File: src/rtl/sysarr_output_drain.sv
// Double-buffered capture of systolic-array result rows, drained in row order
// through a valid/ready write-back port.
module sysarr_output_drain #(
  parameter int N  = 4,
  parameter int DW = 16,
  localparam int RW = (N > 1) ? $clog2(N) : 1
) (
  input  logic              clk,
  input  logic              nRST,
  input  logic              out_en,
  input  logic [RW-1:0]     row_out,
  input  logic [DW*N-1:0]   array_output,
  input  logic              clr,
  output logic              stall,
  output logic              wr_valid,
  input  logic              wr_ready,
  output logic [RW-1:0]     wr_row,
  output logic [DW*N-1:0]   wr_data,
  output logic              wr_last,
  output logic              mat_done,
  output logic              err_dup,
  output logic              err_ovf
);

  typedef enum logic {IDLE, SEND} state_t;

  localparam logic [RW:0]   NROWS = (RW+1)'(N);
  localparam logic [RW-1:0] LAST  = RW'(N-1);

  logic [DW*N-1:0] mem_q [2][N];
  logic [1:0][N-1:0] mask_q, mask_d;
  logic [1:0]        full_q, full_d;
  logic              fill_ptr_q, fill_ptr_d;
  logic              drain_ptr_q, drain_ptr_d;
  state_t            state_q, state_d;
  logic [RW-1:0]     cnt_q, cnt_d;
  logic              mat_done_q, mat_done_d;
  logic              err_dup_q, err_dup_d;
  logic              err_ovf_q, err_ovf_d;

  logic [N-1:0] fill_mask;
  logic [N-1:0] row_bit;
  logic         row_seen;
  logic         take;
  logic         cap;

  assign stall     = full_q[fill_ptr_q];
  assign fill_mask = mask_q[fill_ptr_q];
  assign row_bit   = {{(N-1){1'b0}}, 1'b1} << row_out;
  // Out-of-range indices are folded into the duplicate path so they never write.
  assign row_seen  = ({1'b0, row_out} < NROWS) ? |(fill_mask & row_bit) : 1'b1;
  assign take      = out_en && !stall;
  assign cap       = take && !row_seen && !clr;

  always_comb begin
    mask_d      = mask_q;
    full_d      = full_q;
    fill_ptr_d  = fill_ptr_q;
    drain_ptr_d = drain_ptr_q;
    state_d     = state_q;
    cnt_d       = cnt_q;
    mat_done_d  = 1'b0;
    err_dup_d   = err_dup_q | (take && row_seen);
    err_ovf_d   = err_ovf_q | (out_en && stall);

    if (cap) begin
      mask_d[fill_ptr_q] = fill_mask | row_bit;
      if (&(fill_mask | row_bit)) begin
        full_d[fill_ptr_q] = 1'b1;
        fill_ptr_d         = ~fill_ptr_q;
        mat_done_d         = 1'b1;
      end
    end

    // Drain never targets the bank being filled: a full drain bank stalls capture.
    case (state_q)
      IDLE: begin
        if (full_q[drain_ptr_q]) begin
          state_d = SEND;
          cnt_d   = '0;
        end
      end
      SEND: begin
        if (wr_ready) begin
          if (cnt_q == LAST) begin
            mask_d[drain_ptr_q] = '0;
            full_d[drain_ptr_q] = 1'b0;
            drain_ptr_d         = ~drain_ptr_q;
            state_d             = IDLE;
          end else begin
            cnt_d = cnt_q + 1'b1;
          end
        end
      end
      default: state_d = IDLE;
    endcase

    if (clr) begin
      mask_d      = '0;
      full_d      = '0;
      fill_ptr_d  = 1'b0;
      drain_ptr_d = 1'b0;
      state_d     = IDLE;
      cnt_d       = '0;
      mat_done_d  = 1'b0;
      err_dup_d   = err_dup_q;
      err_ovf_d   = err_ovf_q;
    end
  end

  always_ff @(posedge clk or negedge nRST) begin
    if (!nRST) begin
      mask_q      <= '0;
      full_q      <= '0;
      fill_ptr_q  <= 1'b0;
      drain_ptr_q <= 1'b0;
      state_q     <= IDLE;
      cnt_q       <= '0;
      mat_done_q  <= 1'b0;
      err_dup_q   <= 1'b0;
      err_ovf_q   <= 1'b0;
    end else begin
      mask_q      <= mask_d;
      full_q      <= full_d;
      fill_ptr_q  <= fill_ptr_d;
      drain_ptr_q <= drain_ptr_d;
      state_q     <= state_d;
      cnt_q       <= cnt_d;
      mat_done_q  <= mat_done_d;
      err_dup_q   <= err_dup_d;
      err_ovf_q   <= err_ovf_d;
    end
  end

  always_ff @(posedge clk) begin
    if (cap) mem_q[fill_ptr_q][row_out] <= array_output;
  end

  assign wr_valid = (state_q == SEND);
  assign wr_row   = wr_valid ? cnt_q : '0;
  assign wr_data  = wr_valid ? mem_q[drain_ptr_q][cnt_q] : '0;
  assign wr_last  = wr_valid && (cnt_q == LAST);
  assign mat_done = mat_done_q;
  assign err_dup  = err_dup_q;
  assign err_ovf  = err_ovf_q;

endmodule

File: config.mk
export PLATFORM = sky130hd
export DESIGN_NAME = sysarr_output_drain
export DESIGN_NICKNAME = d
export VERILOG_FILES = /design/src/rtl/sysarr_output_drain.sv
export SDC_FILE = /design/constraint.sdc
export NUM_CORES = 1
export LEC_CHECK = 0
export CAP_MARGIN = 20
export CORE_MARGIN = 4
export CORE_UTILIZATION = 40
export CTS_CLUSTER_SIZE = 28
export DETAILED_ROUTE_END_ITERATION = 8
export SLEW_MARGIN = 15
export SYNTH_ARGS = -nofsm -noshare
export SYNTH_HDL_FRONTEND = slang
export SYNTH_SLANG_ARGS = --single-unit
File: constraint.sdc
create_clock -name clk -period 7.2 [get_ports clk]
set_clock_uncertainty 0.05 [all_clocks]
set_input_delay 0.72 -clock clk [delete_from_list [all_inputs] [get_ports clk]]
set_output_delay 0.72 -clock clk [all_outputs]
set_load 0.005 [all_outputs]
# Word level (Yosys, flattened, before mapping)

Memories as Yosys holds them, arrays and structs flattened.
Cells that the tools add are included.

Register bits: 18
Memory bits (writable): 512
Bits of input ports: 71
Output and inout port bits: 72
Logic and storage cells: 115
Memories: 1

Memory list:

| name  | words | bits a word | read ports | clocked after memory_dff | write ports | line | source |
|---|---|---|---|---|---|---|---|
| mem_q | 2     | 256         | 1          | 0                        | 1           | 30   | `logic [DW*N-1:0] mem_q [2][N];` |

Add/sub/neg operators: 1
Magnitude comparators: 7
Equality and inequality tests: 4
Shifts and indexed selects: 1
Muxes and demuxes: 55
Bitwise operators: 14
Reduce and logical (&&, ||, !) cells: 22

Operators by type and width:

| kind               | count |
|---|---|
| $mux 256           | 1 |
| $mux 64            | 4 |
| $bmux 64 s2        | 1 |
| $demux 64 s2       | 1 |
| $mux 8             | 5 |
| $mux 2             | 11 |
| $mux 1             | 21 |
| $mux 4             | 4 |
| $reduce_bool 2->1  | 5 |
| $logic_and 1x1->1  | 9 |
| $ne 3x3->1 const B | 3 |
| $and 8x8->8        | 1 |
| $bwmux 8           | 1 |
| $demux 4 s1        | 2 |
| $not 8->8          | 1 |
| $ge 3x3->1 const B | 2 |
| $not 2->3          | 2 |
| $reduce_and 3->1   | 2 |
| $and 4x4->4        | 1 |
| $lt 1x2->1 const B | 2 |
| $or 4x4->4         | 1 |
| $pmux 2 s2         | 1 |
| $reduce_and 4->1   | 1 |
| $reduce_or 4->1    | 1 |
| 14 further kinds   | 21 |

# Longest topological paths before layout

Gate-level depths: netlist of the first run.

Depth after elaboration: 13
Mapped depth: 6
Mapped depth without buffers: 5

# Least setup slack after synthesis of the first run

Ideal clock, no wire load.

Path kind: input -> register
Start point: in clr
End point: mem mem_q[1][192] (netlist bit) (enable)
Library setup time: 0.567 ns
Data arrival time: 5.789 ns
Required time: 6.583 ns
Setup slack: 0.794 ns
Stages: 4
Buffers on the path: 1
Cells stage by stage: buf_1 nor4bb_1 nand2_1 nor3_1

Cells in the longest elaborated chain, start to end: 4

Ends and longest elaborated chain:

| what                           | line | source |
|---|---|---|
| start, declared                | 13   | `input logic clr,` |
| $logic_not 1->1                | 53   | `assign cap = take && !row_seen && !clr;` |
| $logic_and 1x1->1              | 53   |  |
| $mux 1                         | 136  | `if (cap) mem_q[fill_ptr_q][row_out] <= array_output;` |
| $mux 256 (implied by the code) | 136  |  |
| end, declared                  | 30   |  |

Every way passes these cells.

# Final worst setup path of the first run

Start point: reg drain_ptr_q
End point: out wr_data[40]

Cells in the longest elaborated chain, start to end: 5

Ends and longest elaborated chain:

| what                                       | line | source |
|---|---|---|
| start, declared                            | 34   | `logic drain_ptr_q, drain_ptr_d;` |
| start signal, assigned                     | 126  | `drain_ptr_q <= drain_ptr_d;` |
| $mem_v2 2x256                              | --   |  |
| $bmux 64 s2                                | 141  | `assign wr_data = wr_valid ? mem_q[drain_ptr_q][cnt_q] : '0;` |
| $mux 64 (implied by the code) (2 in a row) | 141  |  |
| $mux 64                                    | 141  |  |
| end, declared                              | 18   | `output logic [DW*N-1:0] wr_data,` |

Every way passes these cells. The select of a mux whose other input is x is not followed.

==> flow_summary.json, run 1 <==
{
  "leakage_nw": 7.39,
  "final.setup.tns_ns": 0,
  "initial_core_util": 0.406,
  "io_pins": 143,
  "synth_ff_type": "edfxtp_1",
  "core_area_sq_um": 50300,
  "avgSynthCellArea_sq_um": 22.2,
  "die-area_sq_um": 54700,
  "final_area_sq_um": 24500,
  "postRouteAntennaNets": 0,
  "synth_edf_count": 512,
  "syn_inst": 918,
  "row_count": 82,
  "crit_type": "register to primary output",
  "cts-resized-gates": 0,
  "layout_commonest_cell": "edfxtp_1",
  "vias": 9427,
  "power_density_nw_per_um2": 258,
  "cp.required_ns": 6.43,
  "dpl-instance-area_sq_um": 22700,
  "antenna_found_initial": 2,
  "period_minus_slack_ns": 4.24,
  "startpoint_type": "register",
  "port_buffers": 142,
  "ir_drop_mv": 0.156,
  "final_cell_mix": "512 x edfxtp_1, 142 x clkdlybuf4s50_1, 130 x mux4_2",
  "status": "completed",
  "power_w": 0.00630,
  "arrival_ns": 3.47,
  "globalplace.congestion": 0.729,
  "fin_nets": 1158,
  "post-place-ws_ns": 2.86,
  "vias_per_cell": 5.23,
  "grt_max_degree": 74,
  "first_iter_violations": 817,
  "dieHeight_um": 234,
  "h-tree-depth": 2,
  "clockRootBuffer": "clkbuf_16",
  "drt-pass1-iter-count": 5,
  "clk_pin_slew_ns": 0.06,
  "cts_buffers": 54,
  "dp_hpwl_um": 22900,
  "yosysWarnings": 0,
  "route.detailed.drc": 0,
  "synthesis.nets": 990,
  "synthesis.area_sq_um": 20400,
  "die_w_um": 234,
  "wire_per_inst_um": 23.4,
  "yosysUniqueCellTypes": 39,
  "hold_violations": 0,
  "cts_hold_buffers": 0,
  "critPathCaptureType": "primary output",
  "reg2reg_slack_ns": 3.36,
  "clockBufferDepth": 3,
  "setup_ws_ns": 2.96,
  "setup_viol_count_final": 0,
  "hp-class": "register to register",
  "ys_seq_area_frac": 0.776,
  "clock.fmax_ghz": 0.236,
  "grt-ovfl-total": 0,
  "worstMarginPinSlew_ns": 1.05,
  "grt_pass1_vias": 10100,
  "fin_crit_sh": 0.589,
  "drv_cap": 0,
  "rsz0062_at_grt": "no",
  "drive_gt1_frac": 0.217,
  "relSlewSlack": 0.300,
  "synthToLayoutAreaGrowth_pct": 20.0,
  "cp_max_fo": 34,
  "grt_pass1_wl_um": 64100,
  "yosys_register_bits": 530,
  "cts_setup_buffers": 0,
  "cts_tree": "yes",
  "async_flop_share": 0.0340,
  "grt_usage": 0.157,
  "drt-total-wl_um": 42200,
  "drv_slew": 0,
  "cts.sink_count": 530,
  "clock_latency_ns": 0.58
}
sequential cells by signal, indices dropped and copies added (netlist names):
signal       cells
mem_q          512
mask_q           8
cnt_q            2
full_q           2
drain_ptr_q      1
err_dup          1
err_ovf          1
fill_ptr_q       1
mat_done         1
wr_valid         1
path summary, 6_finish.rpt:
path	from	to	cells past startpoint
worst min-delay path	err_dup	err_dup	1
max in group asynchronous	nRST	cnt_q[1]	1
worst max-delay path	drain_ptr_q	wr_data[40]	5
worst min register to register	err_dup	err_dup	1
min in group asynchronous	nRST	mask_q[3]	1
worst max register to register	fill_ptr_q	mem_q[0][176]	5
synth_stat cells, types with 2 or more instances:
library cell	instances	share of area
mux2i_1	69	0.034
nand2_1	7	0.0013
o21a_1	9	0.0033
xnor2_1	2	0.00086
mux2_2	3	0.0017
and2_1	3	0.00092
a21oi_1	5	0.0012
nor3_1	2	0.00049
nand3_1	4	0.00098
inv_1	4	0.00074
nor2_2	3	0.00092
buf_2	10	0.0025
nand4_1	3	0.00092
nor2_1	72	0.013
nand2b_1	2	0.00061
mux4_2	130	0.14
or3_1	2	0.00061
dfrtp_1	18	0.022
buf_1	9	0.0017
nor2b_1	2	0.00061
o21bai_1	2	0.00074
edfxtp_1	512	0.75
clkbuf_1	29	0.0053
kinds of logic (layout without fill, tap and decap cells):
kind of cell / after synthesis / after routing / synth area share
XOR/XNOR: 2 / 2 / 0.000859
adder cells (fa/ha/maj): 1 / 1 / 0.000613
multiplexers: 204 / 204 / 0.181
AO/OA/AOI/OAI: 22 / 22 / 0.00749
other: 0 / 1 / 0
buffers and inverters: 53 / 264 / 0.0107
AND/OR/NAND/NOR: 106 / 106 / 0.0231
flip-flops: 530 / 530 / 0.776
metal layers:
metal  GRT usage  routed length, um  vias up
li1            -                  -     4146
met1       0.225              18700     4992
met2       0.251              20500      217
met3      0.0304               2030       68
met4      0.0420                942        4
met5           0                 23        -
area by class of cell:
type | instances | area (sq um)
Clock inverter | 25 | 204
Inverter | 4 | 15.0
Tap cell | 672 | 841
Fill cell | 4097 | 25800
Antenna cell | 1 | 2.50
Multi-Input combinational cell | 335 | 4400
Clock buffer | 74 | 1560
Sequential cell | 530 | 15800
Timing Repair Buffer | 161 | 1620
per-stage QoR:
stage          std cells   util  hold slack [ns]
6_report            1802  0.487            0.430
5_1_grt             1801  0.487            0.461
4_1_cts             1799  0.486            0.437
3_5_place_dp        1700  0.451            0.418
3_3_place_gp        1700  0.451            0.412
2_1_floorplan        918      -            0.374
power by group:
part           switching, W  internal [W]  leakage, nW
Sequential       0.00000702       0.00342         4.87
Combinational     0.0000787     0.0000625         1.66
Clock               0.00112       0.00162        0.865
worst max-delay path, cell delays in order (launching register included):
cell and delay (ns):
dfrtp_4 0.80, buf_4 0.70, mux4_2 0.59, mux2i_1 0.26, nor2_1 0.06, clkdlybuf4s50_1 0.46
Note: power is estimated with default switching activity, not from simulation.
==> run 2: changes to the inputs <==
==> constraint.sdc (replaced) <==
create_clock -name clk -period 3.95 [get_ports clk]
set_clock_uncertainty 0.05 [all_clocks]
set_input_delay 0.395 -clock clk [delete_from_list [all_inputs] [get_ports clk]]
set_output_delay 0.395 -clock clk [all_outputs]
set_load 0.005 [all_outputs]
==> flow_summary.json, run 2 (same netlist as run 1, synthesis figures left out) <==
{
  "status": "completed",
  "final_area_sq_um": 24500,
  "fin_crit_sh": 0.882,
  "power_density_nw_per_um2": 451,
  "drive_gt1_frac": 0.211,
  "worstMarginPinSlew_ns": 0.857,
  "reg2reg_slack_ns": 0.83,
  "seq_power_share": 0.566,
  "route.detailed.drc": 0,
  "layout_commonest_cell": "edfxtp_1",
  "startpoint_type": "register",
  "cts_buffers": 52,
  "reg_top3": "mem_q: 512 flops, mask_q: 8 flops",
  "port_buffers": 142,
  "drv_cap": 0,
  "final_core_util": 0.486,
  "clockRootBuffer": "clkbuf_16",
  "die-area_sq_um": 54700,
  "die_w_um": 234,
  "row_count": 82,
  "setup_viol_count_final": 0,
  "p_clk_frac": 0.411,
  "grt_pass1_vias": 9931,
  "relSlewSlack": 0.427,
  "dpl-instance-area_sq_um": 22900,
  "cts_hold_buffers": 0,
  "clk_pin_slew_ns": 0.06,
  "synthToLayoutAreaGrowth_pct": 19.9,
  "initial_core_util": 0.406,
  "dp_hpwl_um": 22500,
  "p_int_w": 0.00893,
  "clock_latency_ns": 0.57,
  "cts.sink_count": 530,
  "rsz0062_at_grt": "no",
  "drt-pass1-iter-count": 5,
  "grt_usage": 0.152,
  "first_iter_violations": 671,
  "grt-ovfl-total": 0,
  "vias": 9412,
  "arrival_ns": 3.04,
  "largest_register_ffs": 512,
  "h-tree-depth": 2,
  "registers.top_by_ff_count": "mem_q",
  "p_comb_frac": 0.023,
  "seq_area_sq_um": 15800,
  "drt-total-wl_um": 41200,
  "postRouteAntennaNets": 0,
  "drv_slew": 0,
  "multiInputGateArea_sq_um": 4400,
  "placedCellCount": 1710,
  "cp.required_ns": 3.50,
  "vias_per_cell": 5.20,
  "power_switching_w": 0.00210,
  "final_cell_mix": "512 x edfxtp_1, 142 x clkdlybuf4s50_1, 130 x mux4_2",
  "core_area_sq_um": 50300,
  "dieHeight_um": 234,
  "io_pins": 143,
  "hp-class": "input pin to asynchronous set/reset pin",
  "clock.fmax_ghz": 0.287,
  "antenna_found_initial": 5,
  "crit_type": "register to primary output",
  "cts-resized-gates": 0,
  "globalplace.congestion": 0.771,
  "clockBufferDepth": 3,
  "fillers": 4137,
  "hold_violations": 0,
  "power_w": 0.0110,
  "leakage_nw": 7.35,
  "grt_max_degree": 66,
  "period_minus_slack_ns": 3.48,
  "grt_pass1_wl_um": 62400,
  "critPathCaptureType": "primary output",
  "switching_share": 0.190,
  "ir_drop_mv": 0.330,
  "fin_hold_ws_ns": 0.263,
  "wire_per_inst_um": 22.8,
  "cts_setup_buffers": 0,
  "fin_nets": 1164,
  "final_cells": 1809,
  "cts_tree": "yes",
  "cp_max_fo": 52
}
==> run 2: cell count changes in the layout (fill, tap and decap cells not counted), moves of 2 or more <==
cell / previous run / this run
clkbuf_16: 59 / 53
buf_4: 16 / 13
buf_12: 1 / 14
buf_16: 2 / 0
clkbuf_8: 3 / 0
diode_2: 1 / 4
clkbuf_1: 12 / 18
clkinv_1: 9 / 13
==> run 2: final timing paths <==
kind / start / endpoint / depth (start not counted)
max: drain_ptr_q / wr_data[42] / 5
min: nRST / full_q[0] / 1
max reg2reg: fill_ptr_q / mem_q[0][236] / 5
min reg2reg: err_ovf / err_ovf / 1
max in group asynchronous: nRST / cnt_q[1] / 1
min in group clk: err_ovf / err_ovf / 1
==> run 2: final cells by class <==
| type | count | area share |
|---|---|---|
| Antenna cell | 4 | 0.000409 |
| Clock inverter | 24 | 0.00640 |
| Inverter | 4 | 0.000614 |
| Sequential cell | 530 | 0.648 |
| Timing Repair Buffer | 169 | 0.0736 |
| Clock buffer | 71 | 0.0570 |
| Tap cell | 672 | 0.0344 |
| Multi-Input combinational cell | 335 | 0.180 |
==> run 2: worst max-delay path, cell delays in order, from the launching register on <==
cell	delay [ns]
dfrtp_4	0.64
buf_12	0.41
mux4_2	0.55
mux2i_1	0.27
nor2_1	0.07
clkdlybuf4s50_1	0.47
==> run 2: per-stage QoR <==
stage / setup slack (ns) / TNS (ns)
after global placement: 0.868 / 0
after CTS: 0.364 / 0
after detailed placement: 0.820 / 0
after floorplan: -0.558 / -129.76
final: 0.467 / 0
after global routing: 0.212 / 0
==> run 2: routing by layer <==
metal / vias to the layer above / share of wire / track usage
met1: 4973 / 0.44 / 0.217
met3: 59 / 0.047 / 0.0289
li1: 4172 / - / -
met5: - / 0.00027 / 0
met4: 2 / 0.019 / 0.0425
met2: 206 / 0.49 / 0.243
==> run 2: power by group through the flow <==
stage                     Combinational (W)  Clock, W  Sequential [W]
after floorplan                   0.0000788         0         0.00636
after global placement             0.000252         0         0.00636
after detailed placement           0.000260         0         0.00636
after CTS                          0.000261   0.00466         0.00624
after global routing               0.000279   0.00488         0.00624
final                              0.000256   0.00453         0.00624
==> run 3: changes to the inputs <==
--- a/config.mk
+++ b/config.mk
@@ -7,9 +7,10 @@
 export LEC_CHECK = 0
 export CAP_MARGIN = 20
 export CORE_MARGIN = 4
-export CORE_UTILIZATION = 40
+export CORE_UTILIZATION = 50
 export CTS_CLUSTER_SIZE = 28
 export DETAILED_ROUTE_END_ITERATION = 8
+export PLACE_DENSITY = 0.7
 export SLEW_MARGIN = 15
 export SYNTH_ARGS = -nofsm -noshare
 export SYNTH_HDL_FRONTEND = slang
==> flow_summary.json, run 3 (same netlist as run 1, synthesis figures left out) <==
{
  "grt_pass1_wl_um": 61900,
  "setup_ws_ns": 0.536,
  "final_cell_mix": "512 x edfxtp_1, 142 x clkdlybuf4s50_1, 130 x mux4_2",
  "rr_startpoint": "fill_ptr_q",
  "wire_per_inst_um": 23.9,
  "hp-class": "input pin to asynchronous set/reset pin",
  "cts_hold_buffers": 0,
  "clock_latency_ns": 0.56,
  "drt-total-wl_um": 39800,
  "postRouteAntennaNets": 0,
  "leakage_nw": 7.45,
  "die-area_sq_um": 44100,
  "port_buffers": 142,
  "vias": 9479,
  "clock.fmax_ghz": 0.293,
  "vias_per_cell": 5.71,
  "final_core_util": 0.611,
  "worstMarginPinSlew_ns": 1.06,
  "fin_crit_sh": 0.864,
  "arrival_ns": 2.97,
  "antenna_found_initial": 5,
  "synthToLayoutAreaGrowth_pct": 20.0,
  "layout_commonest_cell": "edfxtp_1",
  "fin_nets": 1163,
  "cts_buffers": 52,
  "globalplace.congestion": 0.764,
  "setup_viol_count_final": 0,
  "cts-resized-gates": 0,
  "dieHeight_um": 210,
  "grt-ovfl-total": 0,
  "drv_slew": 0,
  "ir_drop_mv": 0.308,
  "reg_top3": "mem_q: 512 flops, mask_q: 8 flops",
  "rsz0062_at_grt": "no",
  "die_w_um": 210,
  "crit_path_start": "drain_ptr_q",
  "registers.top_by_ff_count": "mem_q",
  "critPathCaptureType": "primary output",
  "clockBufferDepth": 3,
  "reg2reg_slack_ns": 0.88,
  "relSlewSlack": 0.291,
  "largest_register_ffs": 512,
  "drt-pass1-iter-count": 5,
  "grt_usage": 0.183,
  "grt_max_degree": 94,
  "initial_core_util": 0.510,
  "drive_gt1_frac": 0.224,
  "io_pins": 143,
  "startpoint_type": "register",
  "grt_pass1_vias": 10100,
  "post-place-ws_ns": 0.745,
  "first_iter_violations": 747,
  "power_w": 0.0115,
  "crit_type": "register to primary output",
  "timing.rr.end": "mem_q[0][25]",
  "clk_pin_slew_ns": 0.06,
  "fin_hold_ws_ns": 0.283,
  "power_density_nw_per_um2": 471,
  "period_minus_slack_ns": 3.41,
  "dp_hpwl_um": 22100,
  "h-tree-depth": 2,
  "cts.sink_count": 530,
  "route.detailed.drc": 0,
  "status": "completed",
  "hold_violations": 0,
  "cts_setup_buffers": 0,
  "row_count": 73,
  "clockRootBuffer": "clkbuf_16",
  "core_area_sq_um": 40000,
  "drv_cap": 0,
  "r2r_cells": 5,
  "cp.required_ns": 3.50,
  "cts_tree": "yes",
  "cp_max_fo": 36
}
## run 3: how the worst max path moves through the flow
stage / to / slack (ns) / cells past startpoint
after floorplan: mem_q[1][0] / -0.56 / 5
after global placement: mem_q[0][26] / 0.77 / 5
after detailed placement: mem_q[0][216] / 0.74 / 5
after CTS: wr_data[23] / 0.46 / 6
after global routing: wr_data[23] / 0.33 / 6
final: wr_data[23] / 0.54 / 6
## run 3: power by group
group / total [W] / internal [W] / switching [W]
Clock: 0.00503 / 0.00303 / 0.00200
Combinational: 0.000258 / 0.000115 / 0.000143
Sequential: 0.00624 / 0.00623 / 0.0000143
## run 3: critical path: stages, from the launching register on
cell and delay, ns:
dfrtp_4 0.53, buf_12 0.31, buf_4 0.28, mux4_2 0.53, mux2i_1 0.15, nor2_1 0.08, clkdlybuf4s50_1 0.51
## run 3: routing by layer
metal,track usage,vias up,part of all wire
met5,0,-,0.0010
met2,0.293,250,0.49
met1,0.268,5003,0.44
met3,0.0323,58,0.052
met4,0.0475,6,0.019
li1,-,4162,-
## run 3: metrics by stage
step                setup TNS [ns]  instance area, sq um  instances
finish                           0                 24500       1661
global route                     0                 24500       1661
CTS                              0                 24500       1659
detailed placement               0                 22700       1562
global placement                 0                 22700       1562
floorplan                  -129.76                 20400        918
## run 3: final cells by class
| type | instances | area, sq um |
|---|---|---|
| multi-input combinational | 335 | 4400 |
| tap | 525 | 657 |
| sequential | 530 | 15800 |
| clock inverter | 29 | 339 |
| timing repair buffer | 168 | 1770 |
| antenna | 2 | 5.00 |
| inverter | 4 | 15.0 |
| clock buffer | 68 | 1440 |
| fill | 2788 | 15500 |
